--- src/rtl/idx_vec_decoder.sv ---
// Rebuilds an N-bit mask from a stream of bit indices (one-hot or thermometer per beat).
// Result registered 1 cycle after the last beat; in_ready stays low until the result is accepted.
module idx_vec_decoder #(
  parameter int N     = 8,
  parameter int IDX_W = 3,
  parameter int CNT_W = 4
) (
  input  logic             clk,
  input  logic             rst_n,
  input  logic             in_valid,
  output logic             in_ready,
  input  logic [IDX_W-1:0] in_idx,
  input  logic             in_mode,
  input  logic             in_last,
  output logic             out_valid,
  input  logic             out_ready,
  output logic [N-1:0]     out_vec,
  output logic [CNT_W-1:0] out_cnt,
  output logic             out_err
);

  typedef enum logic {ST_ACCUM = 1'b0, ST_HOLD = 1'b1} state_t;

  state_t           r_state;
  state_t           w_state_nxt;
  logic             r_rdy;
  logic [N-1:0]     r_acc;
  logic [N-1:0]     r_vec;
  logic [CNT_W-1:0] r_cnt;
  logic [CNT_W-1:0] r_out_cnt;
  logic             r_err;
  logic             r_out_err;

  logic             w_beat;
  logic             w_bad;
  logic [31:0]      w_idx;
  logic [N-1:0]     w_dec;
  logic [CNT_W-1:0] w_cnt_inc;

  assign w_idx     = 32'(in_idx);
  assign w_bad     = (w_idx >= 32'(N));
  assign w_beat    = in_valid && r_rdy;
  assign w_cnt_inc = (r_cnt == {CNT_W{1'b1}}) ? r_cnt : r_cnt + {{(CNT_W-1){1'b0}}, 1'b1};

  // Out-of-range indices contribute nothing to the vector, only to the error flag.
  always_comb begin
    w_dec = '0;
    for (int i = 0; i < N; i++) begin
      if (in_mode ? (32'(i) <= w_idx) : (32'(i) == w_idx)) w_dec[i] = 1'b1;
    end
    if (w_bad) w_dec = '0;
  end

  always_ff @(posedge clk or negedge rst_n) begin
    if (!rst_n) begin
      r_state <= ST_ACCUM;
      r_rdy   <= 1'b0;
    end else begin
      r_state <= w_state_nxt;
      r_rdy   <= (w_state_nxt == ST_ACCUM);
    end
  end

  always_comb begin
    w_state_nxt = r_state;
    case (r_state)
      ST_ACCUM: if (w_beat && in_last) w_state_nxt = ST_HOLD;
      ST_HOLD:  if (out_ready)         w_state_nxt = ST_ACCUM;
      default:                         w_state_nxt = ST_ACCUM;
    endcase
  end

  always_comb begin
    in_ready  = r_rdy;
    out_valid = (r_state == ST_HOLD);
  end

  always_ff @(posedge clk or negedge rst_n) begin
    if (!rst_n) begin
      r_acc     <= '0;
      r_cnt     <= '0;
      r_err     <= 1'b0;
      r_vec     <= '0;
      r_out_cnt <= '0;
      r_out_err <= 1'b0;
    end else if (w_beat) begin
      if (in_last) begin
        r_vec     <= r_acc | w_dec;
        r_out_cnt <= w_cnt_inc;
        r_out_err <= r_err | w_bad;
        r_acc     <= '0;
        r_cnt     <= '0;
        r_err     <= 1'b0;
      end else begin
        r_acc <= r_acc | w_dec;
        r_cnt <= w_cnt_inc;
        r_err <= r_err | w_bad;
      end
    end
  end

  assign out_vec = r_vec;
  assign out_cnt = r_out_cnt;
  assign out_err = r_out_err;

endmodule
--- config.mk ---
export PLATFORM = sky130hd
export DESIGN_NAME = idx_vec_decoder
export DESIGN_NICKNAME = d
export VERILOG_FILES = /design/src/rtl/idx_vec_decoder.sv
export SDC_FILE = /design/constraint.sdc
export NUM_CORES = 1
export LEC_CHECK = 0
export CORE_MARGIN = 2
export CORE_UTILIZATION = 45
export CTS_CLUSTER_DIAMETER = 150
export DETAILED_ROUTE_END_ITERATION = 8
export GPL_TIMING_DRIVEN = 0
export PLACE_DENSITY = 0.71
export SYNTH_ARGS = -nofsm -noshare
export SYNTH_HDL_FRONTEND = slang
export SYNTH_SLANG_ARGS = --single-unit
--- constraint.sdc ---
create_clock -name clk -period 3.1 [get_ports clk]
set_input_delay 0.465 -clock clk [delete_from_list [all_inputs] [get_ports clk]]
set_output_delay 0.465 -clock clk [all_outputs]
set_load 0.03 [all_outputs]
==> impl_metrics.toml <==
[status]
status = "completed"

[sta]
timing.fmax_ghz = 0.513
finalSetupViolCount = 0
rsz0062_at_grt = "no"
relSlewSlack = 0.229
slew_viol_final = 0
finalSetupTns_ns = 0
setup_slack_ns = 1.15
worst_pin_slew_ns = 1.15
post-route-period-util = 0.629
period_needed_ns = 1.95
fin_skew_ns = 0.0129
hold_viol_final = 0

[clocking]
cts_setup_buffers = 0
clkSinkCount = 26
clkSlewWorstSetupHoldPaths_ns = 0.16
cts_buffer_depth = 2
hold_buffers = 0
h-tree-depth = 1
cts_tree = "yes"
clock-root-buffer = "clkbuf_4"
clkLatencyLatePin_ns = 0.32
numCtsBuffers = 3
cts_resized = 0

[cells_and_area]
layout-drive-gt1-share = 0.0890
antennaDiodeCount = 0
area_growth_pct = 24.2
fill_cells = 218
final_net_count = 157

[logic_synthesis]
syn-num-nets = 132
synth_area_leaders = "dfrtp_1 54%, nand2_1 5.9%, o21ai_0 5.0%"
syn_area_sq_mm = 0.00120
synth_top_area_frac = 0.543
avgSynthCellArea_sq_um = 9.83
synth-seq-area-share = 0.543
netlist_instances = 122
ys_top_cells_by_count = "26 x dfrtp_1, 19 x nand2_1, 12 x o21ai_0"
synth_largest_area_cell = "dfrtp_1"
synth_most_common_cell = "dfrtp_1"
synth_seq_cells = 26
synth_edf_count = 0
async_flop_share = 1.00
ys_types = 37
yosysWarnings = 0
synthFlopType = "dfrtp_1"

[floorplan]
boundaryPins = 24
die_h_microns = 55.6
die-area_sq_mm = 0.00309
core_sq_mm = 0.00250
die_x_microns = 55.6
start_util = 0.479
num_rows = 18

[global_routing]
top_usage_layer = "met2"
grt_usage = 0.160
grtUsageMet3 = 0.0256
overflow = 0
grt_antenna_before_repair = 0
grt_pass1_wl_microns = 3940
first_global_vias = 864
grt_max_degree = 27
grt_use_met2 = 0.243
met1_usage = 0.232

[power_and_ir_drop]
power_density_mw_per_mm2 = 653
power_leakage_nw = 0.665
peakVddDrop_mv = 0.349

[worst_setup_path]
arrival_ns = 1.48
critPathMaxStageDelay_ns = 0.70
cp_top_family = "buffers and inverters"
cp_cell_sequence = "clkdlybuf4s50_1"
worst-setup-path-type = "reg2out"
cpMaxStageDelayCell = "clkdlybuf4s50_1"
critPathLaunchType = "flip-flop"
cp.required_ns = 2.63
critPathMaxFanout = 6
path_buf_inv = 1
cp-end-kind = "output port"

[route]
initialDrtViolationCount = 30
viasPerCell = 5.38
first_pass_iters = 4
drc = 0
final_antenna_net_count = 0
drt-total-wl_microns = 2350
num_vias = 947
wl_per_cell_microns = 13.3

[placement]
dp_hpwl_microns = 1700
place_ws_ns = 1.21
port_buffers = 20
place.gp.congestion = 0.861

[run]
cap_viol_max_count = 0

[worst_hold_path]
hold_class = "in2reg"
[cells by family (layout without fill, tap and decap cells)]
group	Yosys count	after routing	share of synthesized area
compound gates	39	39	0.194
flops	26	26	0.543
simple gates	40	40	0.161
fa+ha+maj	1	1	0.0104
xor+xnor	1	1	0.00731
other cells	1	1	0.00313
mux	4	4	0.0344
buf+inv	10	34	0.0470
[layout make-up]
class	count	area [sq um]	share of cell area
sequential	26	651	0.437
inverter	3	11.3	0.00756
multi-input combinational	86	492	0.330
tap	30	37.5	0.0252
timing repair buffer	20	200	0.134
clock buffer	3	22.5	0.0151
clock inverter	1	30.0	0.0202
buffer	7	45.0	0.0303
[registers in the layout, indices dropped and copies added (netlist names)]
register / count
out_cnt: 4
out_valid: 1
in_ready: 1
r_cnt: 4
out_vec: 8
r_acc: 8
[stage by stage]
step           std cells  utilization  cell area [sq um]  hold slack [ns]  power (mW)
6_report             176        0.596               1490            0.468       0.972
3_5_place_dp         172        0.575               1440            0.468       0.746
3_3_place_gp         172        0.575               1440            0.459       0.738
2_1_floorplan        122            -               1200            0.169       0.621
5_1_grt              176        0.596               1490            0.485        1.02
4_1_cts              176        0.596               1490            0.472       0.976
[worst reg2reg max path, stage by stage, from the launching register on]
cell and delay (ns):
dfrtp_1 0.47, ha_1 0.29, nand3_1 0.18, mux2i_1 0.20, o21ai_0 0.09
[layout by cell type, fill, tap and decap left out, types with 2 or more instances in the layout]
master,Yosys,layout
clkdlybuf4s50_1,0,20
nor3_1,2,2
o21ai_0,12,12
a31oi_1,4,4
mux2i_1,3,3
nand3_1,2,2
buf_4,2,2
dfrtp_1,26,26
a21oi_1,11,11
clkbuf_4,0,3
nand2b_1,2,2
nor2_1,6,6
buf_2,3,3
o21bai_1,4,4
inv_1,3,3
nand2_1,19,19
[report_power, final]
| group | internal, mW | total (mW) | switching, mW | leakage [nW] |
|---|---|---|---|---|
| Sequential | 0.399 | 0.441 | 0.0412 | 0.333 |
| Clock | 0.131 | 0.236 | 0.106 | 0.0279 |
| Combinational | 0.125 | 0.295 | 0.170 | 0.304 |
| Total | 0.655 | 0.972 | 0.317 | 0.665 |
[worst paths after layout]
check                                       start                      to  slack, ns  cells past startpoint
max in group asynchronous                   rst_n  out_cnt[1]$_DFFE_PN0P_       1.67                      1
max                            in_ready$_DFF_PN0_                in_ready       1.15                      1
max reg2reg                  r_cnt[0]$_DFFE_PN0N_    r_cnt[0]$_DFFE_PN0N_       1.76                      4
min in group asynchronous                   rst_n  out_vec[7]$_DFFE_PN0P_       0.74                      1
min                                     in_idx[1]    r_acc[7]$_DFFE_PN0N_       0.47                      3
min reg2reg                out_cnt[0]$_DFFE_PN0P_  out_cnt[0]$_DFFE_PN0P_       0.50                      2
[layer usage]
| metal | vias up | wire length (microns) |
|---|---|---|
| met3 | 2 | 123 |
| met2 | 25 | 1030 |
| met4 | 0 | 18 |
| met1 | 445 | 1180 |
| met5 | - | 0 |
| li1 | 475 | - |
Power figures use the tool's default switching activity.
